**src/rtl/x86_encode_if.sv**
```systemverilog
// Request/byte-stream/result bundle between an instruction source and the x86 encoder.
// The encoder attaches through the slave modport; the driving side uses master.
interface x86_encode_if;
    logic        in_valid;
    logic        in_ready;
    logic        in_opsize16;
    logic        in_addrsize16;
    logic [1:0]  in_rep;
    logic        in_2byte;
    logic [7:0]  in_opcode;
    logic        in_has_modrm;
    logic [7:0]  in_modrm;
    logic        in_has_sib;
    logic [7:0]  in_sib;
    logic [2:0]  in_disp_len;
    logic [31:0] in_disp;
    logic [2:0]  in_imm_len;
    logic [31:0] in_imm;
    logic        out_byte_valid;
    logic        out_byte_ready;
    logic [7:0]  out_byte;
    logic        out_byte_last;
    logic        instr_valid;
    logic [95:0] raw_instr;
    logic [3:0]  instr_len;
    logic        err;

    modport slave (
        input  in_valid, in_opsize16, in_addrsize16, in_rep, in_2byte, in_opcode,
               in_has_modrm, in_modrm, in_has_sib, in_sib, in_disp_len, in_disp,
               in_imm_len, in_imm, out_byte_ready,
        output in_ready, out_byte_valid, out_byte, out_byte_last,
               instr_valid, raw_instr, instr_len, err
    );

    modport master (
        output in_valid, in_opsize16, in_addrsize16, in_rep, in_2byte, in_opcode,
               in_has_modrm, in_modrm, in_has_sib, in_sib, in_disp_len, in_disp,
               in_imm_len, in_imm, out_byte_ready,
        input  in_ready, out_byte_valid, out_byte, out_byte_last,
               instr_valid, raw_instr, instr_len, err
    );
endinterface

```
**src/rtl/x86_encode.sv**
```systemverilog
// Sequential x86 instruction encoder: packs one instruction description into IA-32
// byte order, streams it one byte per handshake, then publishes the decoder-format window.
module x86_encode (
    input  logic          clk,
    input  logic          rst,
    x86_encode_if.slave   bus
);
    typedef enum logic [0:0] {
        IDLE = 1'b0,
        EMIT = 1'b1
    } state_t;

    state_t      state_r, state_s;
    logic [95:0] buf_r, buf_s;
    logic [3:0]  len_r, len_s;
    logic [3:0]  idx_r, idx_s;
    logic        ob_valid_r, ob_valid_s;
    logic [7:0]  ob_r, ob_s;
    logic        ob_last_r, ob_last_s;
    logic        iv_r, iv_s;
    logic        err_r, err_s;
    logic [95:0] raw_r, raw_s;
    logic [3:0]  ilen_r, ilen_s;

    logic [4:0]  n_s;
    logic        illegal_s;
    logic [95:0] packed_s;
    logic [3:0]  idx_inc_s;
    logic [95:0] shifted_s;

    function automatic logic len_legal(input logic [2:0] l);
        case (l)
            3'd0, 3'd1, 3'd2, 3'd4: len_legal = 1'b1;
            default:                len_legal = 1'b0;
        endcase
    endfunction

    // Lays enabled fields back-to-back from byte 0; only the first 12 survive, which
    // is harmless because anything longer is rejected before it is latched.
    function automatic logic [95:0] pack_bytes(
        input logic        opsize16,
        input logic        addrsize16,
        input logic [1:0]  rep,
        input logic        esc,
        input logic [7:0]  opcode,
        input logic        has_modrm,
        input logic [7:0]  modrm,
        input logic        has_sib,
        input logic [7:0]  sib,
        input logic [2:0]  disp_len,
        input logic [31:0] disp,
        input logic [2:0]  imm_len,
        input logic [31:0] imm
    );
        logic [7:0]  b [0:31];
        logic [4:0]  p;
        logic [95:0] r;
        for (int i = 0; i < 32; i++) b[i] = 8'h00;
        p = 5'd0;
        r = 96'h0;
        if (opsize16)   begin b[p] = 8'h66; p = p + 5'd1; end
        if (addrsize16) begin b[p] = 8'h67; p = p + 5'd1; end
        case (rep)
            2'b01:   begin b[p] = 8'hF3; p = p + 5'd1; end
            2'b10:   begin b[p] = 8'hF2; p = p + 5'd1; end
            default: p = p;
        endcase
        if (esc) begin b[p] = 8'h0F; p = p + 5'd1; end
        b[p] = opcode;
        p = p + 5'd1;
        if (has_modrm) begin b[p] = modrm; p = p + 5'd1; end
        if (has_sib)   begin b[p] = sib;   p = p + 5'd1; end
        for (int k = 0; k < 4; k++) begin
            if (3'(k) < disp_len) begin b[p] = disp[8*k +: 8]; p = p + 5'd1; end
        end
        for (int k = 0; k < 4; k++) begin
            if (3'(k) < imm_len) begin b[p] = imm[8*k +: 8]; p = p + 5'd1; end
        end
        for (int i = 0; i < 12; i++) r[95-8*i -: 8] = b[i];
        return r;
    endfunction

    assign bus.in_ready       = (state_r == IDLE) && !rst;
    assign bus.out_byte_valid = ob_valid_r;
    assign bus.out_byte       = ob_r;
    assign bus.out_byte_last  = ob_last_r;
    assign bus.instr_valid    = iv_r;
    assign bus.raw_instr      = raw_r;
    assign bus.instr_len      = ilen_r;
    assign bus.err            = err_r;

    // Request length and legality, evaluated on the live request fields
    always_comb begin
        n_s = {4'd0, bus.in_opsize16} + {4'd0, bus.in_addrsize16} + {4'd0, (bus.in_rep != 2'b00)}
            + {4'd0, bus.in_2byte} + 5'd1 + {4'd0, bus.in_has_modrm} + {4'd0, bus.in_has_sib}
            + {2'd0, bus.in_disp_len} + {2'd0, bus.in_imm_len};
        illegal_s = (bus.in_rep == 2'b11) || !len_legal(bus.in_disp_len)
                 || !len_legal(bus.in_imm_len) || (bus.in_has_sib && !bus.in_has_modrm)
                 || (n_s > 5'd12);
        packed_s = pack_bytes(bus.in_opsize16, bus.in_addrsize16, bus.in_rep, bus.in_2byte,
                              bus.in_opcode, bus.in_has_modrm, bus.in_modrm, bus.in_has_sib,
                              bus.in_sib, bus.in_disp_len, bus.in_disp, bus.in_imm_len,
                              bus.in_imm);
        idx_inc_s = idx_r + 4'd1;
        shifted_s = buf_r << {idx_inc_s, 3'b000};
    end

    // Next-state and next-output decode for the IDLE/EMIT controller
    always_comb begin
        state_s    = state_r;
        buf_s      = buf_r;
        len_s      = len_r;
        idx_s      = idx_r;
        ob_valid_s = ob_valid_r;
        ob_s       = ob_r;
        ob_last_s  = ob_last_r;
        iv_s       = 1'b0;
        err_s      = 1'b0;
        raw_s      = raw_r;
        ilen_s     = ilen_r;
        case (state_r)
            IDLE: begin
                if (bus.in_valid) begin
                    if (illegal_s) begin
                        err_s = 1'b1;
                    end else begin
                        state_s    = EMIT;
                        buf_s      = packed_s;
                        len_s      = n_s[3:0];
                        idx_s      = 4'd0;
                        ob_valid_s = 1'b1;
                        ob_s       = packed_s[95:88];
                        ob_last_s  = (n_s == 5'd1);
                    end
                end else begin
                    state_s = IDLE;
                end
            end
            EMIT: begin
                if (bus.out_byte_ready) begin
                    if (ob_last_r) begin
                        state_s    = IDLE;
                        idx_s      = 4'd0;
                        ob_valid_s = 1'b0;
                        ob_s       = 8'h00;
                        ob_last_s  = 1'b0;
                        raw_s      = buf_r;
                        ilen_s     = len_r;
                        iv_s       = 1'b1;
                    end else begin
                        idx_s     = idx_inc_s;
                        ob_s      = shifted_s[95:88];
                        ob_last_s = (idx_inc_s == (len_r - 4'd1));
                    end
                end else begin
                    state_s = EMIT;
                end
            end
            default: begin
                state_s    = IDLE;
                ob_valid_s = 1'b0;
                ob_last_s  = 1'b0;
            end
        endcase
    end

    // State and registered-output update; reset also clears the published window
    always_ff @(posedge clk or posedge rst) begin
        if (rst) begin
            state_r    <= IDLE;
            buf_r      <= 96'h0;
            len_r      <= 4'd0;
            idx_r      <= 4'd0;
            ob_valid_r <= 1'b0;
            ob_r       <= 8'h00;
            ob_last_r  <= 1'b0;
            iv_r       <= 1'b0;
            err_r      <= 1'b0;
            raw_r      <= 96'h0;
            ilen_r     <= 4'd0;
        end else begin
            state_r    <= state_s;
            buf_r      <= buf_s;
            len_r      <= len_s;
            idx_r      <= idx_s;
            ob_valid_r <= ob_valid_s;
            ob_r       <= ob_s;
            ob_last_r  <= ob_last_s;
            iv_r       <= iv_s;
            err_r      <= err_s;
            raw_r      <= raw_s;
            ilen_r     <= ilen_s;
        end
    end
endmodule

```
**src/flat_wrapper.sv**
```systemverilog
// flat-port wrapper written by rule: the top's interface ports become plain ports
module x86_encode_flat 
  (clk, rst, bus_in_valid, bus_in_opsize16, bus_in_addrsize16, bus_in_rep, bus_in_2byte, bus_in_opcode, bus_in_has_modrm, bus_in_modrm, bus_in_has_sib, bus_in_sib, bus_in_disp_len, bus_in_disp, bus_in_imm_len, bus_in_imm, bus_out_byte_ready, bus_in_ready, bus_out_byte_valid, bus_out_byte, bus_out_byte_last, bus_instr_valid, bus_raw_instr, bus_instr_len, bus_err);
  x86_encode_if bus_i ();
  input  logic clk;
  input  logic rst;
  input wire logic [$bits(bus_i.in_valid)-1:0] bus_in_valid;
  input wire logic [$bits(bus_i.in_opsize16)-1:0] bus_in_opsize16;
  input wire logic [$bits(bus_i.in_addrsize16)-1:0] bus_in_addrsize16;
  input wire logic [$bits(bus_i.in_rep)-1:0] bus_in_rep;
  input wire logic [$bits(bus_i.in_2byte)-1:0] bus_in_2byte;
  input wire logic [$bits(bus_i.in_opcode)-1:0] bus_in_opcode;
  input wire logic [$bits(bus_i.in_has_modrm)-1:0] bus_in_has_modrm;
  input wire logic [$bits(bus_i.in_modrm)-1:0] bus_in_modrm;
  input wire logic [$bits(bus_i.in_has_sib)-1:0] bus_in_has_sib;
  input wire logic [$bits(bus_i.in_sib)-1:0] bus_in_sib;
  input wire logic [$bits(bus_i.in_disp_len)-1:0] bus_in_disp_len;
  input wire logic [$bits(bus_i.in_disp)-1:0] bus_in_disp;
  input wire logic [$bits(bus_i.in_imm_len)-1:0] bus_in_imm_len;
  input wire logic [$bits(bus_i.in_imm)-1:0] bus_in_imm;
  input wire logic [$bits(bus_i.out_byte_ready)-1:0] bus_out_byte_ready;
  output wire logic [$bits(bus_i.in_ready)-1:0] bus_in_ready;
  output wire logic [$bits(bus_i.out_byte_valid)-1:0] bus_out_byte_valid;
  output wire logic [$bits(bus_i.out_byte)-1:0] bus_out_byte;
  output wire logic [$bits(bus_i.out_byte_last)-1:0] bus_out_byte_last;
  output wire logic [$bits(bus_i.instr_valid)-1:0] bus_instr_valid;
  output wire logic [$bits(bus_i.raw_instr)-1:0] bus_raw_instr;
  output wire logic [$bits(bus_i.instr_len)-1:0] bus_instr_len;
  output wire logic [$bits(bus_i.err)-1:0] bus_err;
  assign bus_i.in_valid = bus_in_valid;
  assign bus_i.in_opsize16 = bus_in_opsize16;
  assign bus_i.in_addrsize16 = bus_in_addrsize16;
  assign bus_i.in_rep = bus_in_rep;
  assign bus_i.in_2byte = bus_in_2byte;
  assign bus_i.in_opcode = bus_in_opcode;
  assign bus_i.in_has_modrm = bus_in_has_modrm;
  assign bus_i.in_modrm = bus_in_modrm;
  assign bus_i.in_has_sib = bus_in_has_sib;
  assign bus_i.in_sib = bus_in_sib;
  assign bus_i.in_disp_len = bus_in_disp_len;
  assign bus_i.in_disp = bus_in_disp;
  assign bus_i.in_imm_len = bus_in_imm_len;
  assign bus_i.in_imm = bus_in_imm;
  assign bus_i.out_byte_ready = bus_out_byte_ready;
  assign bus_in_ready = bus_i.in_ready;
  assign bus_out_byte_valid = bus_i.out_byte_valid;
  assign bus_out_byte = bus_i.out_byte;
  assign bus_out_byte_last = bus_i.out_byte_last;
  assign bus_instr_valid = bus_i.instr_valid;
  assign bus_raw_instr = bus_i.raw_instr;
  assign bus_instr_len = bus_i.instr_len;
  assign bus_err = bus_i.err;
  x86_encode u_core (.clk(clk), .rst(rst), .bus(bus_i));
endmodule
```
**config.mk**
```make
export PLATFORM = sky130hd
export DESIGN_NAME = x86_encode_flat
export DESIGN_NICKNAME = d
export VERILOG_FILES = /design/src/rtl/x86_encode_if.sv /design/src/rtl/x86_encode.sv /design/src/flat_wrapper.sv
export SDC_FILE = /design/constraint.sdc
export NUM_CORES = 1
export LEC_CHECK = 0
export ABC_AREA = 1
export CORE_ASPECT_RATIO = 1.75
export CORE_MARGIN = 2
export CORE_UTILIZATION = 44
export DETAILED_ROUTE_END_ITERATION = 6
export GPL_TIMING_DRIVEN = 0
export PLACE_DENSITY = 0.73
export SKIP_LAST_GASP = 1
export SYNTH_ARGS = -nofsm -noshare
export SYNTH_HDL_FRONTEND = slang
export SYNTH_SLANG_ARGS = --single-unit
```
**constraint.sdc**
```tcl
create_clock -name clk -period 10.2 [get_ports clk]
set_clock_uncertainty 0.05 [all_clocks]
set_input_delay 2.04 -clock clk [delete_from_list [all_inputs] [get_ports clk]]
set_output_delay 2.04 -clock clk [all_outputs]
set_load 0.01 [all_outputs]
```
==> flow_metrics.tcl, run 1 <==
set metrics [dict create \
    placementRows 111 \
    place_area_sq_um 26100 \
    holdBufCountCts 0 \
    die_x_microns 178 \
    synth-seq-cells 217 \
    synth_area_leaders "nand2_1, dfrtp_1, nand3_1, o21ai_0, inv_1" \
    yosysTopAreaCellShare 0.252 \
    synthCells 4034 \
    syn-mean-instance-area_sq_um 5.79 \
    syn_area_sq_um 23400 \
    io_buffers 187 \
    cts_root_buffer "clkbuf_16" \
    cts_made_buffers 15 \
    grt_overflow 25 \
    dpl.hpwl_microns 110000 \
    ios 218 \
    status "stopped before the end" \
    lastStage "global routing" \
    grtUsageTotal 0.523 \
    grt_pass1_wl_microns 208000 \
    synth_top_area_cell "nand2_1" \
    synth_nets 4204 \
    grt_pass1_vias 29700 \
    ys_seq_area_frac 0.232 \
    cts_sinks 217 \
    start_util 0.445 \
    yosysUniqueCellTypes 50 \
    h-tree-depth 1 \
    tool.error "[ERROR GRT-0116] Global routing finished with congestion. Check the congestion regions in the DRC Viewer." \
    die_h_microns 309 \
    grt_max_degree 132 \
    synth_warnings 0 \
    place.gp.congestion 1.18 \
    cts_buffer_depth 3 \
]
## layer usage
layer / global-route usage / GRT overflow
met3: 0.177 / 1
met5: 0.00453 / 0
met2: 0.848 / 14
met1: 0.459 / 0
met4: 0.636 / 10
## synth_stat cells, drive strengths merged
library cell / n
a2111oi: 1
a21boi: 3
a21oi: 74
a22o: 1
a31oi: 16
a32oi: 7
buf: 23
clkbuf: 166
clkinv: 11
dfrtp: 217
dlygate4sd1: 1
fa: 5
ha: 60
inv: 402
nand2: 1619
nand3: 584
nand3b: 2
nand4: 10
nor2: 173
nor3: 12
nor4: 1
o2111a: 1
o2111ai: 2
o211ai: 161
o21a: 1
o21ai: 453
o21bai: 1
o221ai: 8
o22ai: 5
or2: 3
xnor2: 5
xor2: 6
## repair_timing
action,in CTS
buffers inserted,7
pin swaps,11
resized for setup,36
endpoints found under the setup margin,104
cloned,3
## per-stage QoR
stage / cells / hold slack [ns] / setup WS, ns / utilization / TNS [ns]
floorplan: 4034 / 0.399 / 0.619 / - / 0
global placement: 4899 / 0.403 / -1.70 / 0.497 / -216.77
detailed placement: 4901 / 0.408 / -1.92 / 0.498 / -182.87
CTS: 4936 / 0.432 / 0.00718 / 0.510 / 0
## cells by family after synthesis
family                     share of synthesized area
xor gates and xnor gates                     0.00493
adders and majority gates                     0.0364
buffers and inverters                         0.0987
AOI/OAI and AO/OA                              0.179
and+or+nand+nor                                0.448
DFF                                            0.232
==> inputs of run 2 (changes only) <==
--- a/config.mk
+++ b/config.mk
@@ -6,12 +6,11 @@
 export NUM_CORES = 1
 export LEC_CHECK = 0
 export ABC_AREA = 1
-export CORE_ASPECT_RATIO = 1.75
 export CORE_MARGIN = 2
-export CORE_UTILIZATION = 44
+export CORE_UTILIZATION = 29
 export DETAILED_ROUTE_END_ITERATION = 6
 export GPL_TIMING_DRIVEN = 0
-export PLACE_DENSITY = 0.73
+export PLACE_DENSITY_LB_ADDON = 0.15
 export SKIP_LAST_GASP = 1
 export SYNTH_ARGS = -nofsm -noshare
 export SYNTH_HDL_FRONTEND = slang
==> run 2 against run 1 <==
Compared with the run above:
- the flow now finishes, with violations (max-capacitance violations, max-slew violations)
- area after synthesis did not move
- synthesized cell count did not move
==> flow_metrics.tcl, run 2 <==
set metrics [dict create \
    yosysMostFrequentCell "nand2_1" \
    cpMaxStageDelayCell "fa_2" \
    tightest_slew_ns 1.51 \
    nNetsFinal 4440 \
    worstRegToRegCells 11 \
    grt_pass1_wl_microns 184000 \
    gr-usage-met2 0.497 \
    synthToLayoutAreaGrowth_pct 19.4 \
    io_buffers 187 \
    met1_usage 0.400 \
    gr-max-usage-layer "met2" \
    ios 218 \
    failed_checks "max-capacitance violations, max-slew violations" \
    synth_nets 4204 \
    synth_area_leaders "nand2_1, dfrtp_1, nand3_1, o21ai_0, inv_1" \
    r2r_slack_ns 6.91 \
    holdWs_ns 0.422 \
    relSlewSlack -0.0105 \
    grt_util_met3 0.0227 \
    cts_buffer_depth 3 \
    layout_commonest_cell "nand2_1" \
    rr_startpoint "u_core.idx_r[0]$_DFFE_PP0P_" \
    holdPathEnd "u_core.bus.raw_instr[70]$_DFFE_PP0P_" \
    status "complete, but fails checks" \
    die_area_sq_um 82900 \
    dr.pass1.iters 6 \
    ys.flop_type "dfrtp_1" \
    ys_seq_area_frac 0.232 \
    wl_microns 128000 \
    synth-seq-cells 217 \
    drt-initial-drc-count 2837 \
    min_delay_path_depth 2 \
    max_clock_freq_ghz 0.103 \
    yosysTopAreaCellShare 0.252 \
    synth_top_cells_by_count "nand2_1, nand3_1, o21ai_0, inv_1, dfrtp_1" \
    yosysUniqueCellTypes 50 \
    peakVddDrop_v 0.000132 \
    drtAntennaViolNets 0 \
    grtUsageTotal 0.301 \
    hold_class "register to register" \
    wl_per_cell_microns 24.0 \
    core_region_area_sq_um 80200 \
    syn_area_sq_um 23400 \
    drc_errors 0 \
    synth_edf_count 0 \
    placementRows 104 \
    start_kind "input pin" \
    syn-mean-instance-area_sq_um 5.79 \
    cts_sinks 217 \
    setup_slack_ns 0.476 \
    die_x_microns 288 \
    cts_made_buffers 26 \
    synth_top_area_cell "nand2_1" \
    dr_total_vias 28500 \
    holdBufCountCts 0 \
    worst-path-stages 52 \
    die_h_microns 288 \
    leakage_uw 0.0138 \
    worstSetupPathType "input pin to register" \
    critPathBufInv 13 \
    worstReg2RegEnd "u_core.bus.out_byte[4]$_DFFE_PP0P_" \
    cts_root_buffer "clkbuf_16" \
    cap_violations 1 \
    synthCells 4034 \
    cp_top_family "adder cells" \
    slew_violations 11 \
    start_util 0.292 \
    hold_violations 0 \
    fin_crit_sh 0.953 \
    multi_input_area_sq_um 15800 \
    antenna_found_initial 4 \
    insertion_delay_ns 0.56 \
    max_stage_delay_ns 0.56 \
    fin_crit_ns 9.72 \
    crit_arrival_ns 10.08 \
    hold_start "u_core.bus.raw_instr[70]$_DFFE_PP0P_" \
    critPathRequiredTime_ns 10.55 \
    grt_pass1_vias 26600 \
    h-tree-depth 1 \
    critPathMaxFanout 8 \
    place.gp.congestion 1.01 \
    post-place-ws_ns -1.66 \
    synth_warnings 0 \
    drt-vias-per-instance 5.32 \
    clkSlewWorstSetupHoldPaths_ns 0.06 \
    grt_overflow 0 \
    cts_tree "built" \
    layout-drive-gt1-share 0.0632 \
    crit_path_end_kind "register" \
    powerDensity_nw_per_um2 286 \
    dpl.hpwl_microns 108000 \
    fillerInstances 9220 \
    grt_max_degree 116 \
    seq_area_sq_um 5430 \
    synthArstFlopShare 1.00 \
    setup_viol 0 \
    final_cell_mix "nand2_1, nand3_1, o21ai_0, inv_1, dfrtp_1" \
]
==> run 2: cell counts after synthesis <==
No cell type changed its count.
==> run 2: logic make-up (layout without fill, tap and decap cells) <==
| logic type | count (synthesis) | count (layout) | share of synthesized area |
|---|---|---|---|
| AO/OA/AOI/OAI | 734 | 734 | 0.179 |
| XOR/XNOR | 11 | 11 | 0.00493 |
| buffers and inverters | 603 | 857 | 0.0987 |
| other | 0 | 5 | 0 |
| flip-flops | 217 | 217 | 0.232 |
| AND/OR/NAND/NOR | 2404 | 2405 | 0.448 |
| adder cells (fa/ha/maj) | 65 | 65 | 0.0364 |
==> run 2: metal layers <==
metal	part of all wire	up-vias
met4	0.054	0
met1	0.44	13300
met2	0.46	1171
met5	0	-
met3	0.053	277
li1	-	13700
==> run 2: area by class of cell <==
cell class	count	area share
timing repair buffer	207	0.0763
tap	1060	0.0475
clock inverter	9	0.00341
antenna	5	0.000448
inverter	413	0.0559
clock buffer	38	0.0274
multi-input combinational	3215	0.567
buffer	190	0.0274
sequential	217	0.195
==> run 2: stage by stage <==
step / area, sq um / cells / total power [uW] / util / TNS, ns
floorplan: 23400 / 4034 / 4530 / - / 0
global placement: 26600 / 5281 / 6740 / 0.331 / -375.91
detailed placement: 26600 / 5282 / 6750 / 0.332 / -143.38
CTS: 27700 / 5339 / 7780 / 0.345 / 0
global route: 27900 / 5352 / 8530 / 0.348 / -0.0194
finish: 27900 / 5354 / 7990 / 0.348 / 0
==> run 2: power by group <==
| group | total, uW | leakage [uW] | internal, uW | switching (uW) |
|---|---|---|---|---|
| clock | 934 | 0.000428 | 548 | 386 |
| combinational | 5590 | 0.0106 | 1750 | 3840 |
| sequential | 1470 | 0.00282 | 1220 | 252 |
| total | 7990 | 0.0138 | 3510 | 4480 |
==> run 2: worst max path at each step <==
stage | slack, ns | to | startpoint
final | 0.48 | u_core.buf_r[62]$_DFFE_PP0P_ | bus_in_rep[0]
after global routing | -0.01 | u_core.buf_r[5]$_DFFE_PP0P_ | bus_in_rep[1]
after CTS | 0.04 | u_core.buf_r[7]$_DFFE_PP0P_ | bus_in_rep[0]
after detailed placement | -1.66 | u_core.buf_r[53]$_DFFE_PP0P_ | bus_in_rep[0]
after global placement | -1.61 | u_core.buf_r[53]$_DFFE_PP0P_ | bus_in_rep[0]
after floorplan | 0.62 | u_core.buf_r[88]$_DFFE_PP0P_ | bus_in_rep[0]
==> run 2: repair_timing <==
action                     in CTS  in global routing
buffers inserted               10                  9
hold endpoints to repair        0                  0
resized for setup              25                 38
cloned                          0                  1
pin swaps                      11                 14
setup endpoints to repair     104                104
==> run 2: worst reg2reg max path: cells and delay by family (launching register included) <==
family,cells,cell delay (ns)
DFF,1,0.35
AOI/OAI and AO/OA,3,0.84
buffers and inverters,4,1.58
and+or+nand+nor,4,0.41
(Power assumes the default switching activity.)
